**config.mk**
```make
export PLATFORM = sky130hd
export DESIGN_NAME = audio_sample_frontend
export DESIGN_NICKNAME = d
export VERILOG_FILES = /design/src/rtl/audio_sample_frontend_pkg.sv /design/src/rtl/audio_sample_frontend_level_meter.sv /design/src/rtl/audio_sample_frontend.sv
export SDC_FILE = /design/constraint.sdc
export NUM_CORES = 1
export LEC_CHECK = 0
export CORE_MARGIN = 5
export CORE_UTILIZATION = 45
export DETAILED_ROUTE_END_ITERATION = 8
export PLACE_DENSITY = 0.66
export SYNTH_ARGS = -nofsm -noshare
export SYNTH_HDL_FRONTEND = slang
export SYNTH_SLANG_ARGS = --single-unit
```
**constraint.sdc**
```tcl
create_clock -name clk -period 3.6 [get_ports clk]
set_input_delay 0.54 -clock clk [delete_from_list [all_inputs] [get_ports clk]]
set_output_delay 0.54 -clock clk [all_outputs]
set_load 0.02 [all_outputs]
```
**src/rtl/audio_sample_frontend_pkg.sv**
```systemverilog
// Shared types and helpers for the audio ingest front end: FSM state encoding,
// accumulator width derivation and saturating absolute value.
package audio_sample_frontend_pkg;

  typedef enum logic [1:0] {
    IDLE = 2'd0,
    SUM  = 2'd1,
    EMIT = 2'd2
  } state_e;

  function automatic int acc_width(input int in_w, input int ch, input int decim_log2);
    return in_w + $clog2(ch) + decim_log2;
  endfunction

  // |x| for a w-bit signed value held sign-extended in 32 bits; the most
  // negative w-bit value maps to the largest positive one.
  function automatic logic [31:0] abs_sat(input logic signed [31:0] x, input int w);
    logic signed [31:0] most_neg;
    most_neg = -(32'sd1 <<< (w - 1));
    if (x == most_neg) return (32'd1 << (w - 1)) - 32'd1;
    else if (x < 0)    return $unsigned(-x);
    else               return $unsigned(x);
  endfunction

endpackage

```
**src/rtl/audio_sample_frontend_level_meter.sv**
```systemverilog
// Peak-hold level meter with linear decay: loads the louder of the accepted
// sample level and the decayed meter, and steps down by one per decay tick.
module level_meter
  import audio_sample_frontend_pkg::*;
#(
  parameter int OUT_WIDTH   = 16,
  parameter int METER_WIDTH = 10,
  parameter int DECAY_LOG2  = 16
) (
  input  logic                   clk,
  input  logic                   rst,
  input  logic [OUT_WIDTH-1:0]   sample_i,
  input  logic                   accept_i,
  output logic [METER_WIDTH-1:0] meter_o
);

  localparam int TW = (DECAY_LOG2 > 0) ? DECAY_LOG2 : 1;

  logic [TW-1:0]          timer_q, timer_d;
  logic [METER_WIDTH-1:0] meter_q, meter_d;
  logic [METER_WIDTH-1:0] decayed, lvl;
  logic                   tick;

  always_comb begin
    lvl     = METER_WIDTH'(abs_sat(32'($signed(sample_i)), OUT_WIDTH) >> (OUT_WIDTH - 1 - METER_WIDTH));
    tick    = (DECAY_LOG2 == 0) ? 1'b1 : (timer_q == '1);
    timer_d = timer_q + 1'b1;
    decayed = (tick && meter_q != '0) ? meter_q - 1'b1 : meter_q;
    // Decay is applied first so a quieter sample cannot undo this cycle's step.
    meter_d = (accept_i && lvl > decayed) ? lvl : decayed;
  end

  always_ff @(posedge clk or negedge rst) begin
    if (!rst) begin
      timer_q <= '0;
      meter_q <= '0;
    end else begin
      timer_q <= timer_d;
      meter_q <= meter_d;
    end
  end

  assign meter_o = meter_q;

endmodule

```
**src/rtl/audio_sample_frontend.sv**
```systemverilog
// Codec-to-DFT ingest: reads a multi-channel sample, sums channels serially,
// averages 2^DECIM_LOG2 reads, trims to OUT_WIDTH and hands off via valid/ready.
module audio_sample_frontend
  import audio_sample_frontend_pkg::*;
#(
  parameter int CHANNELS    = 2,
  parameter int IN_WIDTH    = 24,
  parameter int OUT_WIDTH   = 16,
  parameter int DECIM_LOG2  = 0,
  parameter int METER_WIDTH = 10,
  parameter int DECAY_LOG2  = 16
) (
  input  logic                         clk,
  input  logic                         rst,
  input  logic                         sampleReady,
  input  logic [CHANNELS*IN_WIDTH-1:0] sampleIn,
  output logic                         doRead,
  output logic [OUT_WIDTH-1:0]         outSample,
  output logic                         outValid,
  input  logic                         outReady,
  output logic [METER_WIDTH-1:0]       meter,
  output logic                         busy
);

  localparam int ACC_W = acc_width(IN_WIDTH, CHANNELS, DECIM_LOG2);
  localparam int SHIFT = $clog2(CHANNELS) + DECIM_LOG2;
  localparam int IDX_W = (CHANNELS > 1) ? $clog2(CHANNELS) : 1;
  localparam int CNT_W = DECIM_LOG2 + 1;

  state_e                        state_q, state_d;
  logic [CHANNELS*IN_WIDTH-1:0]  cap_q, cap_d;
  logic [IDX_W-1:0]              idx_q, idx_d;
  logic [CNT_W-1:0]              cnt_q, cnt_d;
  logic signed [ACC_W-1:0]       acc_q, acc_d;
  logic [OUT_WIDTH-1:0]          out_q, out_d;
  logic                          vld_q, vld_d;

  logic signed [IN_WIDTH-1:0]    chan;
  logic signed [ACC_W-1:0]       acc_sum;
  logic                          last_ch, last_read;

  always_comb begin
    chan = '0;
    for (int c = 0; c < CHANNELS; c++) begin
      if (idx_q == IDX_W'(c)) chan = cap_q[c*IN_WIDTH +: IN_WIDTH];
    end
    acc_sum   = acc_q + ACC_W'(chan);
    last_ch   = (idx_q == IDX_W'(CHANNELS - 1));
    last_read = (cnt_q == CNT_W'((1 << DECIM_LOG2) - 1));
  end

  always_ff @(posedge clk or negedge rst) begin
    if (!rst) begin
      state_q <= IDLE;
      cap_q   <= '0;
      idx_q   <= '0;
      cnt_q   <= '0;
      acc_q   <= '0;
      out_q   <= '0;
      vld_q   <= 1'b0;
    end else begin
      state_q <= state_d;
      cap_q   <= cap_d;
      idx_q   <= idx_d;
      cnt_q   <= cnt_d;
      acc_q   <= acc_d;
      out_q   <= out_d;
      vld_q   <= vld_d;
    end
  end

  always_comb begin
    state_d = state_q;
    case (state_q)
      IDLE:    if (sampleReady) state_d = SUM;
      SUM:     if (last_ch) state_d = last_read ? EMIT : IDLE;
      EMIT:    if (outReady) state_d = IDLE;
      default: state_d = IDLE;
    endcase
  end

  always_comb begin
    cap_d = cap_q;
    idx_d = idx_q;
    cnt_d = cnt_q;
    acc_d = acc_q;
    out_d = out_q;
    vld_d = vld_q;
    case (state_q)
      IDLE: begin
        if (sampleReady) begin
          cap_d = sampleIn;
          idx_d = '0;
        end
      end
      SUM: begin
        acc_d = acc_sum;
        idx_d = idx_q + 1'b1;
        if (last_ch) begin
          cnt_d = cnt_q + 1'b1;
          // Floor average then keep the top OUT_WIDTH bits of the IN_WIDTH result.
          if (last_read) begin
            out_d = OUT_WIDTH'(acc_sum >>> (SHIFT + IN_WIDTH - OUT_WIDTH));
            vld_d = 1'b1;
          end
        end
      end
      EMIT: begin
        if (outReady) begin
          vld_d = 1'b0;
          acc_d = '0;
          cnt_d = '0;
        end
      end
      default: ;
    endcase
  end

  // doRead is qualified by rst so a level-high sampleReady cannot ack during reset.
  always_comb begin
    doRead    = rst && (state_q == IDLE) && sampleReady;
    busy      = (state_q != IDLE);
    outValid  = vld_q;
    outSample = out_q;
  end

  level_meter #(
    .OUT_WIDTH  (OUT_WIDTH),
    .METER_WIDTH(METER_WIDTH),
    .DECAY_LOG2 (DECAY_LOG2)
  ) u_meter (
    .clk     (clk),
    .rst     (rst),
    .sample_i(out_q),
    .accept_i(vld_q && outReady),
    .meter_o (meter)
  );

endmodule

```
==> results.rst <==
.. list-table::
   :header-rows: 1

   * - Metric
     - Value
   * - TritonCTS buffer count
     - 17
   * - Warnings from Yosys
     - 0
   * - Largest net degree at the start of global routing
     - 60
   * - Total of max-cap violations
     - 0
   * - CTS Sinks
     - 120
   * - Part of the total power dissipated in sequential elements
     - 23.8%
   * - Avg WL per Cell
     - 16.7 um
   * - Chip width
     - 133 um
   * - Diodes inserted
     - 0
   * - Number of design rule violations left after detail routing
     - 0
   * - Top fanout value on the critical path
     - 4
   * - Leakage power of the design
     - 3.80 nW
   * - Post-route design area
     - 8610 sq um
   * - Number of nets at the end of the flow
     - 832
   * - HPWL Detailed
     - 11700 um
   * - Vias per inst
     - 5.49
   * - Hold violation count in the final report
     - 0
   * - Sort of element at the end of the critical path
     - flop
   * - First-pass DRT Iterations
     - 4
   * - Sequential fraction of the synthesis area
     - 44.3%
   * - Power Dens Cells
     - 1170 nW/um^2
   * - Class of the most critical setup path
     - reg -> reg
   * - FF+latch count, synth
     - 120
   * - Number of cells produced by synthesis
     - 640
   * - Fraction of layout cells with a size suffix above 1
     - 21.4%
   * - WP data required
     - 3.89 ns
   * - Total via count after detailed routing
     - 5159
   * - Utilization after layout
     - 58.8%
   * - Switching component of the power
     - 4.24 mW
   * - Vert. Die Dim
     - 133 um
   * - Async set-reset flop share out of synthesis
     - 100%
   * - Worst stage delay on the critical path
     - 0.54 ns
   * - Vias in the first global route
     - 5434
   * - Number of antenna violations at the first check in global routing
     - 0
   * - Global Route Usage Sum
     - 18.6%
   * - H-tree levels
     - 4
   * - Skew final
     - 0.00711 ns
   * - Normalized max-slew margin
     - 45.3%
   * - Routed wire length
     - 15700 um
   * - Max-slew violation count
     - 0
   * - Power share of the clock group
     - 17.3%
   * - Initial drt markers
     - 193
   * - Leftover overflow at the end of global routing
     - 0
   * - Period utilisation layout
     - 97.6%
   * - Number of buffers inserted by port buffering
     - 80
   * - First-pass GRT wire length
     - 26700 um
   * - Area growth from synthesis to layout
     - 26.9%
   * - Worst min-delay path category
     - in -> async
   * - Peak ir drop on the vdd network
     - 626 uV
   * - Area enclosed by the die boundary
     - 17600 sq um
   * - Number of top-level pins
     - 81
   * - Post-synthesis instance area
     - 6780 sq um
   * - Number of fillers in the final layout
     - 1256
   * - Placeable core region
     - 14600 sq um
   * - CTS tree
     - built
   * - Buffer depth of the longest clock path
     - 2
   * - Distinct cell type count after synthesis
     - 60
   * - Dominant register cell in the synthesized netlist
     - dfrtp_1
   * - Post-synth EDFFs
     - 0
   * - Total power
     - 10.1 mW
   * - Worst-Skew Late Latency
     - 0.41 ns
   * - Pint
     - 5.84 mW
   * - Measured slew at the worst slew-check pin
     - 0.818 ns
   * - Average instance area after synthesis
     - 10.6 sq um
   * - Timing-limited maximum frequency
     - 285 MHz
   * - Library cell used as clock root buffer
     - clkbuf_16
   * - Placer Congestion
     - 0.899
   * - Signal arrival time at the worst endpoint
     - 3.80 ns
   * - Final number of setup-violating endpoints
     - 0
   * - Synth Net Count
     - 729
   * - Antenna-violating nets left
     - 0
   * - Cell-by-cell trace of the critical path
     - or4_4, or4_4, nor4b_4, nand2_2, xor2_2, ha_1, a21o_1, a21o_1, a211oi_2, o21ai_1, nand4_1, mux2_2
   * - Post-DP Area
     - 7880 sq um
   * - CTS hold repair buffers
     - 0
   * - Initial core utilization
     - 46.3%
   * - Standard-cell rows
     - 44
   * - Combinational group share of total power
     - 58.9%
   * - Slowest-stage cell, CP
     - or4_4
   * - Time the final worst path needs with I/O delays and setup
     - 3.51 ns
   * - Clock transition at path regs
     - 0.06 ns
   * - Net switching fraction of the power
     - 42.1%
   * - Crit path launch type
     - flop
   * - Outcome
     - finished clean
## power groups by stage
stage / clock network [mW] / logic [mW] / registers, mW
3_3_place_gp: 0 / 5.65 / 2.37
2_1_floorplan: 0 / 4.04 / 2.47
3_5_place_dp: 0 / 5.78 / 2.41
6_report: 1.74 / 5.94 / 2.40
5_1_grt: 1.84 / 6.62 / 2.48
4_1_cts: 1.78 / 5.84 / 2.40
## final timing paths
kind	startpoint	to	slack, ns	cells past startpoint
max	u_meter.meter_o[4]	u_meter.meter_o[0]	0.09	12
min	rst	u_meter.timer_q[14]	0.05	1
max reg2reg	u_meter.meter_o[4]	u_meter.meter_o[0]	0.09	12
min reg2reg	u_meter.timer_q[4]	u_meter.timer_q[4]	0.47	1
max in group asynchronous	rst	acc_q[2]	1.92	3
min in group clk	u_meter.timer_q[4]	u_meter.timer_q[4]	0.47	1
## cells by family after synthesis
| kind of cell | share of synthesized area (%) |
|---|---|
| fa+ha+maj | 6.93 |
| compound gates | 12.6 |
| simple gates | 12.6 |
| buf+inv | 2.43 |
| xor+xnor | 6.66 |
| flops | 44.3 |
| mux | 14.5 |
## per-stage QoR
step / std cells / hold slack [ns] / worst slack [ns] / setup TNS, ns
after floorplan: 640 / 0.244 / 0.0349 / 0
after global placement: 900 / 0.453 / 0.0850 / 0
after detailed placement: 900 / 0.458 / -0.0406 / -0.164
after CTS: 934 / 0.0521 / -0.0128 / -0.0128
after global routing: 940 / 0.0695 / -0.0688 / -0.449
final: 940 / 0.0498 / 0.0868 / 0
## Yosys cell counts, types with 4 or more instances
cell type / count / share of area [%]
a211oi_1: 5 / 0.55
a21o_1: 18 / 2.0
a21oi_1: 24 / 1.8
a22o_1: 6 / 0.77
a31oi_1: 5 / 0.46
and2_1: 6 / 0.55
clkbuf_1: 20 / 1.1
dfrtp_1: 120 / 44
ha_1: 36 / 6.6
inv_1: 21 / 1.2
mux2_2: 78 / 13
mux2i_1: 9 / 1.3
nand2_1: 60 / 3.3
nand3_1: 13 / 0.96
nand4_1: 11 / 1.0
nor2_1: 24 / 1.3
nor3_1: 14 / 1.0
o21ai_0: 48 / 3.5
or2_2: 4 / 0.37
or3_1: 4 / 0.37
xnor2_1: 29 / 3.7
xor2_1: 20 / 2.6
## routing by layer
| metal | wire length [um] | vias to the layer above | global-route usage (%) |
|---|---|---|---|
| met5 | 0 | - | 0 |
| met1 | 6870 | 2530 | 23.2 |
| met3 | 637 | 19 | 4.75 |
| met4 | 269 | 0 | 5.37 |
| li1 | - | 2514 | - |
| met2 | 7910 | 96 | 31.7 |
## timing repair
| item | 4_1_cts | 5_1_grt |
|---|---|---|
| setup buffers | 2 | 6 |
| gates resized for setup | 6 | 7 |
| pin swaps | 2 | 14 |
| setup endpoints to repair | 9 | 11 |
## sequential cells by signal (all words and copies together) (netlist names)
signal           count
outSample           16
cnt_q                1
outValid             1
acc_q               25
state_q              2
u_meter.meter_o     10
idx_q                1
u_meter.timer_q     16
cap_q               48
## area by class of cell
| cell class | count | area [sq um] | share of cell area [%] |
|---|---|---|---|
| Inverter | 21 | 78.8 | 0.916 |
| Clock buffer | 18 | 439 | 5.10 |
| Multi-Input combinational cell | 476 | 3680 | 42.7 |
| Sequential cell | 120 | 3000 | 34.9 |
| Timing Repair Buffer | 107 | 1000 | 11.7 |
| Clock inverter | 14 | 175 | 2.04 |
| Tap cell | 184 | 230 | 2.67 |
## critical path: cells and delay by family, from the launching register on
kind / cells / cell delay (ns)
AOI/OAI and AO/OA: 4 / 0.69
and+or+nand+nor: 5 / 1.52
muxes: 1 / 0.37
xor gates and xnor gates: 1 / 0.18
DFF: 1 / 0.37
adders and majority gates: 1 / 0.27
## layout by cell type, fill, tap and decap left out, types with 4 or more instances in the layout
master           count
a211oi_1             4
a21o_1              18
a21oi_1             24
a22o_1               6
a31oi_1              5
and2_1               6
buf_4               27
clkbuf_16           17
clkdlybuf4s50_1     79
clkinv_4             5
dfrtp_1            120
ha_1                36
inv_1               21
mux2_2              78
mux2i_1              9
nand2_1             60
nand3_1             13
nand4_1             11
nor2_1              21
nor3_1              13
o21ai_0             47
or2_2                4
xnor2_1             28
xor2_1              19
(Power assumes the default switching activity.)
